## src/rtl/uart_tx_arbiter_if.sv

```systemverilog
// Bundle of requester-side and UART-side signals for uart_tx_arbiter.
// Each link is valid/ready: a byte moves on any cycle where both are high, and valid never waits on ready.
interface uart_tx_arbiter_if #(
    parameter int NUM_REQ = 4
);
    logic [8*NUM_REQ-1:0] req_data;
    logic [NUM_REQ-1:0]   req_valid;
    logic [NUM_REQ-1:0]   req_last;
    logic [NUM_REQ-1:0]   req_ready;
    logic [7:0]           w_data;
    logic                 w_valid;
    logic                 w_ready;
    logic [NUM_REQ-1:0]   grant;
    logic                 busy;
    logic                 timeout_err;
    logic [3:0]           err_id;
    logic [1:0]           dbg_state;

    modport slave (
        input  req_data, req_valid, req_last, w_ready,
        output req_ready, w_data, w_valid, grant, busy, timeout_err, err_id, dbg_state
    );

    modport master (
        output req_data, req_valid, req_last, w_ready,
        input  req_ready, w_data, w_valid, grant, busy, timeout_err, err_id, dbg_state
    );
endinterface

```

## src/rtl/uart_tx_arbiter.sv

```systemverilog
// Round-robin arbiter that merges byte packets from NUM_REQ requesters onto one UART write port,
// optionally prefixing each packet with an A<id> header and aborting packets whose owner starves the bus.
module uart_tx_arbiter #(
    parameter int          NUM_REQ   = 4,
    parameter bit          HEADER_EN = 1'b1,
    parameter logic [15:0] TIMEOUT   = 16'd1000
) (
    input logic             clk,
    input logic             rst_n,
    uart_tx_arbiter_if.slave bus
);

    localparam logic [1:0] ST_IDLE    = 2'd0;
    localparam logic [1:0] ST_HEADER  = 2'd1;
    localparam logic [1:0] ST_PAYLOAD = 2'd2;

    localparam logic [3:0]  RR_INIT  = 4'(NUM_REQ - 1);
    // Abort fires on the starved cycle whose increment would bring the counter to TIMEOUT-1.
    localparam logic [15:0] TO_LIMIT = (TIMEOUT == 16'd0) ? 16'd0 : TIMEOUT - 16'd1;

    logic [1:0]         state_q, state_d;
    logic [3:0]         gnt_idx_q, gnt_idx_d;
    logic [NUM_REQ-1:0] grant_q, grant_d;
    logic [3:0]         rr_ptr_q, rr_ptr_d;
    logic [15:0]        cnt_q, cnt_d;
    logic               timeout_err_q, timeout_err_d;
    logic [3:0]         err_id_q, err_id_d;

    logic               arb_found;
    logic [3:0]         arb_idx;
    logic [NUM_REQ-1:0] arb_onehot;
    logic [4:0]         arb_dist;
    logic [4:0]         best_dist;

    logic               pay_valid;
    logic               pay_last;
    logic [7:0]         pay_data;
    logic [16:0]        cnt_inc;

    logic [7:0]         w_data_c;
    logic               w_valid_c;
    logic [NUM_REQ-1:0] req_ready_c;

    // Winner is the valid requester at the smallest upward distance from rr_ptr+1.
    always_comb begin
        arb_found  = 1'b0;
        arb_idx    = 4'd0;
        arb_onehot = '0;
        best_dist  = 5'd31;
        arb_dist   = 5'd0;
        for (int j = 0; j < NUM_REQ; j++) begin
            if (5'(j) > {1'b0, rr_ptr_q}) begin
                arb_dist = 5'(j) - {1'b0, rr_ptr_q} - 5'd1;
            end else begin
                arb_dist = 5'(j) + 5'(NUM_REQ) - {1'b0, rr_ptr_q} - 5'd1;
            end
            if (bus.req_valid[j] && (arb_dist < best_dist)) begin
                best_dist     = arb_dist;
                arb_found     = 1'b1;
                arb_idx       = 4'(j);
                arb_onehot    = '0;
                arb_onehot[j] = 1'b1;
            end
        end
    end

    always_comb begin
        pay_valid = 1'b0;
        pay_last  = 1'b0;
        pay_data  = 8'd0;
        for (int j = 0; j < NUM_REQ; j++) begin
            if (grant_q[j]) begin
                pay_valid = bus.req_valid[j];
                pay_last  = bus.req_last[j];
                pay_data  = bus.req_data[8*j +: 8];
            end
        end
    end

    always_comb begin
        state_d       = state_q;
        gnt_idx_d     = gnt_idx_q;
        grant_d       = grant_q;
        rr_ptr_d      = rr_ptr_q;
        cnt_d         = cnt_q;
        timeout_err_d = 1'b0;
        err_id_d      = err_id_q;
        w_valid_c     = 1'b0;
        w_data_c      = 8'd0;
        req_ready_c   = '0;
        cnt_inc       = {1'b0, cnt_q} + 17'd1;

        case (state_q)
            ST_IDLE: begin
                cnt_d = 16'd0;
                if (arb_found) begin
                    gnt_idx_d = arb_idx;
                    grant_d   = arb_onehot;
                    state_d   = HEADER_EN ? ST_HEADER : ST_PAYLOAD;
                end
            end

            ST_HEADER: begin
                w_valid_c = 1'b1;
                w_data_c  = {4'hA, gnt_idx_q};
                if (bus.w_ready) begin
                    state_d = ST_PAYLOAD;
                    cnt_d   = 16'd0;
                end
            end

            ST_PAYLOAD: begin
                w_valid_c   = pay_valid;
                w_data_c    = pay_data;
                req_ready_c = grant_q & {NUM_REQ{bus.w_ready}};
                if (pay_valid && bus.w_ready) begin
                    cnt_d = 16'd0;
                    if (pay_last) begin
                        state_d  = ST_IDLE;
                        grant_d  = '0;
                        rr_ptr_d = gnt_idx_q;
                    end
                end else if (!pay_valid) begin
                    // Only an absent requester counts; UART back-pressure never aborts a packet.
                    if (cnt_inc >= {1'b0, TO_LIMIT}) begin
                        timeout_err_d = 1'b1;
                        err_id_d      = gnt_idx_q;
                        rr_ptr_d      = gnt_idx_q;
                        grant_d       = '0;
                        cnt_d         = 16'd0;
                        state_d       = ST_IDLE;
                    end else begin
                        cnt_d = cnt_inc[15:0];
                    end
                end
            end

            default: begin
                state_d = ST_IDLE;
                grant_d = '0;
                cnt_d   = 16'd0;
            end
        endcase
    end

    always_ff @(posedge clk or negedge rst_n) begin
        if (!rst_n) begin
            state_q       <= ST_IDLE;
            gnt_idx_q     <= 4'd0;
            grant_q       <= '0;
            rr_ptr_q      <= RR_INIT;
            cnt_q         <= 16'd0;
            timeout_err_q <= 1'b0;
            err_id_q      <= 4'd0;
        end else begin
            state_q       <= state_d;
            gnt_idx_q     <= gnt_idx_d;
            grant_q       <= grant_d;
            rr_ptr_q      <= rr_ptr_d;
            cnt_q         <= cnt_d;
            timeout_err_q <= timeout_err_d;
            err_id_q      <= err_id_d;
        end
    end

    assign bus.w_valid     = w_valid_c;
    assign bus.w_data      = w_data_c;
    assign bus.req_ready   = req_ready_c;
    assign bus.grant       = grant_q;
    assign bus.busy        = (state_q != ST_IDLE);
    assign bus.timeout_err = timeout_err_q;
    assign bus.err_id      = err_id_q;
    assign bus.dbg_state   = state_q;

endmodule

```

## src/flat_wrapper.sv

```systemverilog
// flat-port wrapper written by rule: the top's interface ports become plain ports
module uart_tx_arbiter_flat 
#(
    parameter int          NUM_REQ   = 4,
    parameter bit          HEADER_EN = 1'b1,
    parameter logic [15:0] TIMEOUT   = 16'd1000
)
  (clk, rst_n, bus_req_data, bus_req_valid, bus_req_last, bus_w_ready, bus_req_ready, bus_w_data, bus_w_valid, bus_grant, bus_busy, bus_timeout_err, bus_err_id, bus_dbg_state);
  uart_tx_arbiter_if #(.NUM_REQ(NUM_REQ)) bus_i ();
  input logic clk;
  input logic rst_n;
  input wire logic [$bits(bus_i.req_data)-1:0] bus_req_data;
  input wire logic [$bits(bus_i.req_valid)-1:0] bus_req_valid;
  input wire logic [$bits(bus_i.req_last)-1:0] bus_req_last;
  input wire logic [$bits(bus_i.w_ready)-1:0] bus_w_ready;
  output wire logic [$bits(bus_i.req_ready)-1:0] bus_req_ready;
  output wire logic [$bits(bus_i.w_data)-1:0] bus_w_data;
  output wire logic [$bits(bus_i.w_valid)-1:0] bus_w_valid;
  output wire logic [$bits(bus_i.grant)-1:0] bus_grant;
  output wire logic [$bits(bus_i.busy)-1:0] bus_busy;
  output wire logic [$bits(bus_i.timeout_err)-1:0] bus_timeout_err;
  output wire logic [$bits(bus_i.err_id)-1:0] bus_err_id;
  output wire logic [$bits(bus_i.dbg_state)-1:0] bus_dbg_state;
  assign bus_i.req_data = bus_req_data;
  assign bus_i.req_valid = bus_req_valid;
  assign bus_i.req_last = bus_req_last;
  assign bus_i.w_ready = bus_w_ready;
  assign bus_req_ready = bus_i.req_ready;
  assign bus_w_data = bus_i.w_data;
  assign bus_w_valid = bus_i.w_valid;
  assign bus_grant = bus_i.grant;
  assign bus_busy = bus_i.busy;
  assign bus_timeout_err = bus_i.timeout_err;
  assign bus_err_id = bus_i.err_id;
  assign bus_dbg_state = bus_i.dbg_state;
  uart_tx_arbiter #(.NUM_REQ(NUM_REQ), .HEADER_EN(HEADER_EN), .TIMEOUT(TIMEOUT)) u_core (.clk(clk), .rst_n(rst_n), .bus(bus_i));
endmodule
```

## config.mk

```make
export PLATFORM = sky130hd
export DESIGN_NAME = uart_tx_arbiter_flat
export DESIGN_NICKNAME = d
export VERILOG_FILES = /design/src/rtl/uart_tx_arbiter_if.sv /design/src/rtl/uart_tx_arbiter.sv /design/src/flat_wrapper.sv
export SDC_FILE = /design/constraint.sdc
export NUM_CORES = 1
export LEC_CHECK = 0
export ABC_AREA = 1
export CORE_MARGIN = 8
export CORE_UTILIZATION = 50
export DETAILED_ROUTE_END_ITERATION = 8
export HOLD_SLACK_MARGIN = 0.02
export PLACE_DENSITY = 0.82
export SLEW_MARGIN = 30
export SYNTH_ARGS = -nofsm -noshare
export SYNTH_HDL_FRONTEND = slang
export SYNTH_SLANG_ARGS = --single-unit
export TNS_END_PERCENT = 10
```

## constraint.sdc

```tcl
create_clock -name clk -period 8.5 [get_ports clk]
set_input_delay 0.85 -clock clk [delete_from_list [all_inputs] [get_ports clk]]
set_output_delay 0.85 -clock clk [all_outputs]
set_load 0.1 [all_outputs]
```

==> summary.md <==
| Metric | Value |
|---|---|
| Worst EP required | about 8.7 ns |
| Leak | around 1.5 nW |
| Status | complete, no violations |
| Syn Area/Cell | a little over 7 um^2 |
| CP startpoint | u_core.rr_ptr_q[0]$_DFFE_PN1P_ |
| Netlist cell types | 43 |
| Max Transition Viols Final | 0 |
| PwrDens | between 300 and 400 nW/um^2 |
| EDFF count, synth | 0 |
| First-pass GRT wire length | roughly 12 mm |
| Final setup viols | 0 |
| Clock Skews | 0.00480 ns |
| Number of synthesis warnings | 0 |
| Postcts setup bufs | 0 |
| Reg2reg setup slack | ~3.7 ns |
| Post-place instance area | roughly 3300 um^2 |
| CP Class | reg -> reg |
| Cell area after layout | between 3000 and 4000 um^2 |
| GRT Overall Usage | 0.195 |
| Die Span X | 88.1 um |
| Total die area | just under 8000 um^2 |
| DIE HEIGHT | between 80 and 90 um |
| Worst r2r path cells | 29 |
| Critical path arrival | around 4.9 ns |
| Via density | 5.40 |
| Fin util | 0.671 |
| Commonest non-fill, non-tap cell in the layout | nand2_1 |
| Hold WS | 0.486 ns |
| Vias in the first global route | between 2000 and 3000 |
| Fraction of layout instances using a drive strength above 1 | 0.0926 |
| Initial antenna violation count | 0 |
| DR WL/cell | ~15 um |
| Fraction of registers with async set/reset | 1.00 |
| Crit path top cell by count | nand2_1 |
| Worst setup SP type | register |
| Inserted Clock Buffers | 5 |
| TritonRoute pass-1 iters | 4 |
| Longest Clk Path Bufs | 2 |
| Drt drc | 0 |
| Post-route ant nets | 0 |
| CTS tree | built |
| Layout net count | 491 |
| #FFs+latches synth | 29 |
| Dpl ws | around 3.5 ns |
| Setup ws final | around 3.7 ns |
| Setup crit end kind | register |
| Worst-path fanout max | 9 |
| Io pins | 68 |
| Peak Freq | between 200 and 250 MHz |
| CP Capture Point | u_core.bus.grant[2]$_DFFE_PN0P_ |
| Dpl cells | between 400 and 500 |
| Largest net degree at the start of global routing | 30 |
| H-tree Lvls | 2 |
| Hpwl dp | approximately 5.8 mm |
| Minimum clock period | about 4.8 ns |
| Hold buffer count at CTS | 0 |
| Worst-path clk slew | around 0.060 ns |
| Tightest Pin Transition | about 1 ns |
| Commonest cells after routing, fill and taps aside | nand2_1 (86), clkdlybuf4s50_1 (65), inv_1 (43) |
| CP max stage delay | 0.60 ns |
| Setup TNS | 0 ns |
| Drt initial violations | roughly 170 |
| Worst VDD drop | between 0.3 and 0.4 mV |
| Non-filler cells, final | 502 |
| Reg2Reg Capture Point | u_core.bus.grant[2]$_DFFE_PN0P_ |
| Max-Slew Margin vs Limit | 0.333 |
| Clk_lat worst skew | 0.28 ns |
| Unrepaired setup endpoints after global routing | no |
| HP Class | reg -> reg |
| DR vias | 2711 |
| Ant diodes | 0 |
| Post-cts resize count | 0 |
| Core ar. | just over 5000 um^2 |
| Initial core utilization | 0.512 |
| Crit-path slowest cell | dfstp_2 |
| CTS Root Cell | clkbuf_8 |
| Post-synth top flop | dfrtp_1 |
| Post-synthesis cell count | between 300 and 400 |
| FP Rows | 26 |
| Layout overhead on the synthesized area | 31.0% |
| RR Startpoint | u_core.rr_ptr_q[0]$_DFFE_PN1P_ |
| I/O Buffers | 65 |
| CTS sink count | 29 |
| Fin. Hold Viols | 0 |
| Post-Route WL | approximately 7.3 mm |
| Final period util | 0.562 |
| Gpl congestion | 0.895 |
| Grt ovf | 0 |
| Power, Total | ~1.1 mW |
| MaxCap Viol Count | 0 |
| Post-synthesis cell area | between 2000 and 3000 um^2 |
| Register area share after synthesis | 0.280 |
==> power breakdown <==
part | total, mW | switching (mW) | leakage, nW | internal [mW]
sequential | 0.219 | 0.0515 | 0.390 | 0.167
combinational | 0.777 | 0.550 | 1.05 | 0.227
clock | 0.125 | 0.0521 | 0.0542 | 0.0730
==> cell type report <==
class                      count  area, um^2
multi-input combinational    280        1640
tap                           70        87.6
clock buffer                   7        96.3
inverter                      49         186
sequential                    29         728
fill                         484        1670
clock inverter                 1        5.00
timing repair buffer          66         658
==> state kept, by name, indices dropped and copies added (netlist names) <==
name / count
u_core.bus.err_id: 2
u_core.bus.grant: 4
u_core.cnt_q: 16
u_core.gnt_idx_q: 2
u_core.bus.dbg_state: 2
u_core.bus.timeout_err: 1
u_core.rr_ptr_q: 2
==> per-layer routing <==
layer,vias up,part of all wire,global-route usage,wire length (um)
met5,-,0,0,0
met2,72,0.51,0.326,3690
met4,0,0.022,0.0799,157
li1,1347,-,-,-
met3,17,0.051,0.0516,372
met1,1275,0.42,0.231,3060
==> cells by family after synthesis <==
family	after synthesis	share of synthesized area
adders and majority gates	17	0.0818
buffers and inverters	58	0.0919
and+or+nand+nor	178	0.350
other	1	0.00144
DFF	29	0.280
AOI/OAI and AO/OA	74	0.171
xor gates and xnor gates	7	0.0236
==> cell usage after synthesis, drive strengths merged, types with 4 or more instances <==
master,n,area [um^2]
buf,7,45.0
nand4,16,143
o31ai,5,37.5
ha,17,213
nand2,91,354
a22oi,7,52.6
o211ai,5,37.5
dfrtp,27,676
nor2,35,169
inv,46,175
nor3,9,50.1
xor2,4,35.0
nand3,22,145
o21ai,30,150
a21oi,21,113
==> how the worst min path moves through the flow <==
stage                                                 from                               end  slack, ns  depth (start not counted)
after floorplan            u_core.gnt_idx_q[0]$_DFFE_PN0P_   u_core.gnt_idx_q[0]$_DFFE_PN0P_       0.47                          2
after global placement    u_core.bus.err_id[0]$_DFFE_PN0P_  u_core.bus.err_id[0]$_DFFE_PN0P_       0.48                          2
after detailed placement  u_core.bus.err_id[1]$_DFFE_PN0P_  u_core.bus.err_id[1]$_DFFE_PN0P_       0.48                          2
after CTS                 u_core.bus.err_id[1]$_DFFE_PN0P_  u_core.bus.err_id[1]$_DFFE_PN0P_       0.49                          2
after global routing      u_core.bus.err_id[0]$_DFFE_PN0P_  u_core.bus.err_id[0]$_DFFE_PN0P_       0.53                          2
final                     u_core.bus.err_id[1]$_DFFE_PN0P_  u_core.bus.err_id[1]$_DFFE_PN0P_       0.49                          2
==> critical path, delay by kind of cell, from the launching register on <==
kind                     cells  cell delay (ns)
AND/OR/NAND/NOR             17             2.08
AO/OA/AOI/OAI                4             0.50
flip-flops                   1             0.60
adder cells (fa/ha/maj)      5             1.20
buffers and inverters        3             0.25
No activity file was read; power rests on OpenSTA's default activity.
